`src/rtl/fetch_pkg.sv`:
```
// Shared definitions for the fetch controller: FSM state codes, redirect-source
// codes and the default address width.
package fetch_pkg;

  localparam int FETCH_XLEN = 32;

  localparam logic [1:0] ST_RUN   = 2'd0;
  localparam logic [1:0] ST_HOLD  = 2'd1;
  localparam logic [1:0] ST_PEND  = 2'd2;
  localparam logic [1:0] ST_FLUSH = 2'd3;

  localparam logic [1:0] SRC_NONE   = 2'd0;
  localparam logic [1:0] SRC_TRAP   = 2'd1;
  localparam logic [1:0] SRC_BRANCH = 2'd2;
  localparam logic [1:0] SRC_JUMP   = 2'd3;

  function automatic logic src_is_branch_or_jump(input logic [1:0] src);
    return (src == SRC_BRANCH) || (src == SRC_JUMP);
  endfunction

endpackage

```
`src/rtl/fetch_ctrl_redirect_arb.sv`:
```
// Combinational fixed-priority redirect select: trap > branch > jump.
// Losing requests in the same cycle are simply not reported.
module redirect_arb
  import fetch_pkg::*;
#(
  parameter int XLEN = FETCH_XLEN
) (
  input  logic            trap_en,
  input  logic [XLEN-1:0] trap_vector,
  input  logic            branch_en,
  input  logic [XLEN-1:0] branch_target,
  input  logic            jump_en,
  input  logic [XLEN-1:0] jump_target,
  output logic            valid,
  output logic [1:0]      src,
  output logic [XLEN-1:0] target
);

  always_comb begin
    valid  = 1'b1;
    src    = SRC_TRAP;
    target = trap_vector;
    if (trap_en) begin
      src    = SRC_TRAP;
      target = trap_vector;
    end else if (branch_en) begin
      src    = SRC_BRANCH;
      target = branch_target;
    end else if (jump_en) begin
      src    = SRC_JUMP;
      target = jump_target;
    end else begin
      valid  = 1'b0;
      src    = SRC_NONE;
      target = '0;
    end
  end

endmodule

```
`src/rtl/fetch_ctrl.sv`:
```
// PC sequencer: redirect arbitration, stall/backpressure hold, pending redirect and
// post-redirect flush bubbles. Optional FETCH_MISALIGN_TRAP_EN adds misaligned-target trapping.
module fetch_ctrl
  import fetch_pkg::*;
#(
  parameter int XLEN         = FETCH_XLEN,
  parameter int FLUSH_CYCLES = 2
) (
  input  logic            clk,
  input  logic            reset,
  input  logic [XLEN-1:0] cur_pc,
  input  logic            trap_en,
  input  logic [XLEN-1:0] trap_vector,
  input  logic            branch_en,
  input  logic [XLEN-1:0] branch_target,
  input  logic            jump_en,
  input  logic [XLEN-1:0] jump_target,
  input  logic            stall,
  input  logic            imem_ready,
  output logic            pc_load,
  output logic [XLEN-1:0] pc_target,
  output logic            flush_if,
  output logic            flush_id,
  output logic            fetch_valid,
  output logic [1:0]      state_o
`ifdef FETCH_MISALIGN_TRAP_EN
  ,
  output logic            misalign_exc,
  output logic [XLEN-1:0] misalign_addr
`endif
);

  localparam logic [1:0] FLUSH_LAST = 2'(FLUSH_CYCLES - 1);

  logic [1:0]      state_q, state_d;
  logic [1:0]      cnt_q, cnt_d;
  logic [XLEN-1:0] pend_target_q, pend_target_d;

  logic            bj_allow;
  logic            arb_valid;
  logic [1:0]      arb_src;
  logic [XLEN-1:0] arb_target;
  logic [XLEN-1:0] win_target;
  logic            win_flush_id;

  logic            load_c, flush_if_c, flush_id_c, fetch_valid_c;
  logic [XLEN-1:0] target_c;

  // Branch/jump requests seen while pending or flushing come from squashed slots.
  assign bj_allow = (state_q == ST_RUN) || (state_q == ST_HOLD);

  redirect_arb #(.XLEN(XLEN)) u_arb (
    .trap_en       (trap_en),
    .trap_vector   (trap_vector),
    .branch_en     (branch_en & bj_allow),
    .branch_target (branch_target),
    .jump_en       (jump_en & bj_allow),
    .jump_target   (jump_target),
    .valid         (arb_valid),
    .src           (arb_src),
    .target        (arb_target)
  );

`ifdef FETCH_MISALIGN_TRAP_EN
  logic            misalign;
  logic [XLEN-1:0] misalign_addr_q, misalign_addr_d;

  assign misalign      = arb_valid && src_is_branch_or_jump(arb_src) && (arb_target[1:0] != 2'b00);
  assign win_target    = misalign ? trap_vector : arb_target;
  assign win_flush_id  = misalign || (arb_src != SRC_JUMP);
  assign misalign_addr_d = misalign ? arb_target : misalign_addr_q;
  assign misalign_exc  = reset & misalign;
  assign misalign_addr = misalign_addr_q;

  always_ff @(posedge clk or negedge reset) begin
    if (!reset) begin
      misalign_addr_q <= '0;
    end else begin
      misalign_addr_q <= misalign_addr_d;
    end
  end
`else
  assign win_target   = arb_target;
  assign win_flush_id = (arb_src != SRC_JUMP);
`endif

  always_comb begin
    state_d       = state_q;
    cnt_d         = cnt_q;
    pend_target_d = pend_target_q;
    load_c        = 1'b0;
    target_c      = '0;
    flush_if_c    = 1'b0;
    flush_id_c    = 1'b0;
    fetch_valid_c = 1'b0;

    if (state_q == ST_PEND) begin
      load_c = 1'b1;
      if (imem_ready) begin
        target_c   = trap_en ? trap_vector : pend_target_q;
        flush_if_c = 1'b1;
        flush_id_c = 1'b1;
        state_d    = ST_FLUSH;
        cnt_d      = FLUSH_LAST;
      end else begin
        target_c = cur_pc;
        if (trap_en) begin
          pend_target_d = trap_vector;
        end
      end
    end else if (arb_valid) begin
      load_c = 1'b1;
      if (imem_ready) begin
        target_c   = win_target;
        flush_if_c = 1'b1;
        flush_id_c = win_flush_id;
        state_d    = ST_FLUSH;
        cnt_d      = FLUSH_LAST;
      end else begin
        // Memory busy: keep refetching the current PC and remember where to go.
        target_c      = cur_pc;
        pend_target_d = win_target;
        state_d       = ST_PEND;
      end
    end else if (state_q == ST_FLUSH) begin
      flush_if_c = 1'b1;
      if (cnt_q == 2'd0) begin
        state_d = ST_RUN;
      end else begin
        cnt_d = cnt_q - 2'd1;
      end
    end else if ((state_q == ST_HOLD) || stall || !imem_ready) begin
      load_c   = 1'b1;
      target_c = cur_pc;
      state_d  = (stall || !imem_ready) ? ST_HOLD : ST_RUN;
    end else begin
      fetch_valid_c = 1'b1;
    end
  end

  always_ff @(posedge clk or negedge reset) begin
    if (!reset) begin
      state_q       <= ST_RUN;
      cnt_q         <= 2'd0;
      pend_target_q <= '0;
    end else begin
      state_q       <= state_d;
      cnt_q         <= cnt_d;
      pend_target_q <= pend_target_d;
    end
  end

  // Outputs are forced low while reset is held, independent of the inputs.
  assign pc_load     = reset & load_c;
  assign pc_target   = reset ? target_c : '0;
  assign flush_if    = reset & flush_if_c;
  assign flush_id    = reset & flush_id_c;
  assign fetch_valid = reset & fetch_valid_c;
  assign state_o     = state_q;

endmodule

```
`config.mk`:
```
export PLATFORM = sky130hd
export DESIGN_NAME = fetch_ctrl
export DESIGN_NICKNAME = d
export VERILOG_FILES = /design/src/rtl/fetch_pkg.sv /design/src/rtl/fetch_ctrl_redirect_arb.sv /design/src/rtl/fetch_ctrl.sv
export SDC_FILE = /design/constraint.sdc
export NUM_CORES = 1
export LEC_CHECK = 0
export BUFFER_PORTS_ARGS = -buffer_cell sky130_fd_sc_hd__buf_4
export CAP_MARGIN = 20
export CORE_MARGIN = 2
export CORE_UTILIZATION = 43
export CTS_CLUSTER_SIZE = 30
export DETAILED_ROUTE_END_ITERATION = 12
export MAX_ROUTING_LAYER = met4
export PLACE_DENSITY = 0.83
export SLEW_MARGIN = 5
export SYNTH_ARGS = -nofsm -noshare
export SYNTH_HDL_FRONTEND = slang
export SYNTH_SLANG_ARGS = --single-unit
```
`constraint.sdc`:
```
create_clock -name clk -period 4.05 [get_ports clk]
set_clock_uncertainty 0.15 [all_clocks]
set_input_delay 0.6075 -clock clk [delete_from_list [all_inputs] [get_ports clk]]
set_output_delay 0.6075 -clock clk [all_outputs]
set_load 0.1 [all_outputs]
```
==> summary.txt <==
Syn Area/Cell - 9.22 um^2
Synth Area in Compound Gates - 0.488
Fin. Hold Viols - 0
Maximum vdd drop - 0.000363 V
Adder-Cell Fraction of Synth Area - 0.00371
HPWL after DPL - 8480 um
TritonCTS Buffers - 5
Most used DFF post-synth - dfrtp_1
Vias per cell - 6.34
Num rows - 32
Max clock buf depth - 2
Status - complete, no violations
Placed cell count - 606
Crit path required time - 3.29 ns
Die area - 8570 um^2
Max Cap Viol - 0
Post-Route WL - 12,000 um
Setup ws final - 0.547 ns
Critical path class - flip-flop to output port
Critical path buffers and inverters - 2
Gpl congestion - 0.847
Pins Over Slew Limit - 0
Post-CTS sizing - 0
Arr. time, crit path - 2.75 ns
Max FO, Critical Path - 26
Worst r2r src - state_o[1]
Unrepaired setup endpoints after global routing - no
EDFF count, synth - 0
CTS H-Tree Depth - 2
Power Density - 481 nW/um^2
P_leak - 2.08 nW
Dpl ws - 0.712 ns
I/O Buffers - 172
IO Pins - 173
Hold-fix buffers at CTS - 0
Most common cell on crit path - buf_4
R2R cell count - 6
CP endpoint kind - output port
Worst flop-to-flop path endpoint - pend_target_q[17]
WL/cell - 19.5 um
Main combinational cell family by area after synthesis - compound AO/OA/AOI/OAI gates
Crit path cell chain - buf_4, or2_1, a2bb2oi_1, a211oi_2, buf_4
Setup Fix Bufs, Post-CTS - 0
Top post-synthesis cells by area - dfrtp_1 27%, o221a_2 8.7%, mux2_2 8.3%
Insertion delay of the later-clocked pin in the worst-skew pair - 0.28 ns
Finished Core Util - 0.636
Clock Sinks - 36
R2R Setup Slk - 1.05 ns
Final TNS setup - 0 ns
GRT Util Overall - 0.280
Asr flop ratio synth - 1.00
Seq/Total Area, Yosys - 0.267
Clock root cell - clkbuf_8
FMAX - 285 MHz
Critical-path top delay cell - or2_1
Sequential cell area - 901 um^2
DRC violations left - 0
Post-layout net count - 647
Crit. path cell count - 5
Mapped Cells - 366
Area Overhead vs Synth - 44.1%
Largest net degree at the start of global routing - 41
Mapped Nets - 502
Simple-Gate Fraction of Synth Area - 0.0738
Share of cells above drive strength 1 - 0.557
Vias in the first global route - 3,888
Clk slew on worst S/H paths - 0.07 ns
Clock period minus worst slack - 3.50 ns
Final cell count without fillers - 614
Total power - 2.34 mW
Relative slew slack - 0.258
Initial drt markers - 203
Mapped Area - 3370 um^2
Post-synth top area cell - dfrtp_1
Commonest non-fill, non-tap cells in the layout - 183 x buf_4, 36 x dfrtp_1, 33 x o21ai_0
Die width - 92.6 um
Core Region - 7650 um^2
Chip height - 92.6 um
Final ANT Viol Nets - 0
Worst hold path class - primary input to asynchronous set/reset pin
Gr ovfl total - 0
TritonCTS clock tree - built
Yosys top cell area share - 0.267
Worst-Margin Slew - 1.11 ns
Starting Density - 0.441
Multiplexer share of the synthesized area - 0.0835
First-pass GRT wire length - 18,800 um
Worst path top cell family by delay - simple AND/OR/NAND/NOR gates
Synth unique cells - 42
CP max stage delay - 0.87 ns
Worst setup SP type - flip-flop
Fin crit share - 0.865
DRT Pass-1 Iters - 6
Multi-input gate area - 2290 um^2
Antenna diode instance count - 0
Post-synthesis xor/xnor area fraction - 0
Via count - 3,894
Warnings, synthesis - 0
Initial antenna violation count - 0
Synthesis-stage register bit count - 36
Most common cell after layout, fill and taps aside - buf_4
# setup viols final - 0
FILL cells - 654
registers in the layout (all words and copies together), names as in the netlist:
signal and count:
pend_target_q 32, state_o 2, cnt_q 2
area by class of cell:
cell class	count	share of cell area
Timing Repair Buffer	183	0.283
Sequential cell	36	0.185
Multi-Input combinational cell	268	0.471
Clock buffer	6	0.0149
Tap cell	102	0.0262
Clock inverter	2	0.00721
Inverter	17	0.0131
how the worst max path moves through the flow:
stage	slack, ns	end	from
after global routing	0.39	pc_target[25]	state_o[1]
final	0.55	pc_target[20]	state_o[1]
after CTS	0.56	pc_target[25]	state_o[1]
after global placement	0.81	pc_target[1]	branch_en
after detailed placement	0.71	pc_target[15]	branch_en
after floorplan	-0.79	pc_target[13]	state_o[1]
synthesized netlist by cell type, drive strengths merged, types with 12 or more instances:
library cell,number
o22ai,27
a211oi,25
inv,17
buf,26
o221a,26
nand2,12
dfrtp,36
a22oi,26
a2bb2oi,26
clkbuf,19
o21ai,36
mux2,25
power breakdown:
group / internal [mW] / total, mW / leakage [nW] / switching, mW
combinational: 0.493 / 1.49 / 1.62 / 0.997
clock: 0.183 / 0.313 / 0.0552 / 0.130
sequential: 0.456 / 0.537 / 0.407 / 0.0813
total: 1.13 / 2.34 / 2.08 / 1.21
per-layer routing:
metal | routed length [um] | part of all wire | vias to the layer above | global-route usage
li1 | - | - | 1786 | -
met1 | 4780 | 0.40 | 1870 | 0.341
met2 | 5870 | 0.49 | 216 | 0.466
met3 | 1060 | 0.089 | 22 | 0.0578
met4 | 237 | 0.020 | 0 | 0.0908
met5 | 0 | 0 | - | -
stage by stage:
step	hold slack (ns)	cell area [um^2]
2_1_floorplan	0.162	3460
3_3_place_gp	0.321	4750
3_5_place_dp	0.335	4750
4_1_cts	0.0351	4860
5_1_grt	0.0295	4860
6_report	0.0375	4860
worst reg2reg max path: cells and delay by family (launching register included):
kind                   cells  cell delay, ns
AO/OA/AOI/OAI              2            0.28
buffers and inverters      2            0.62
AND/OR/NAND/NOR            2            1.31
flip-flops                 1            0.53
logic make-up after synthesis:
| kind of cell | count (synthesis) |
|---|---|
| mux | 25 |
| flops | 36 |
| buf+inv | 62 |
| compound gates | 198 |
| simple gates | 44 |
| fa+ha+maj | 1 |
Note: power is estimated with default switching activity, not from simulation.
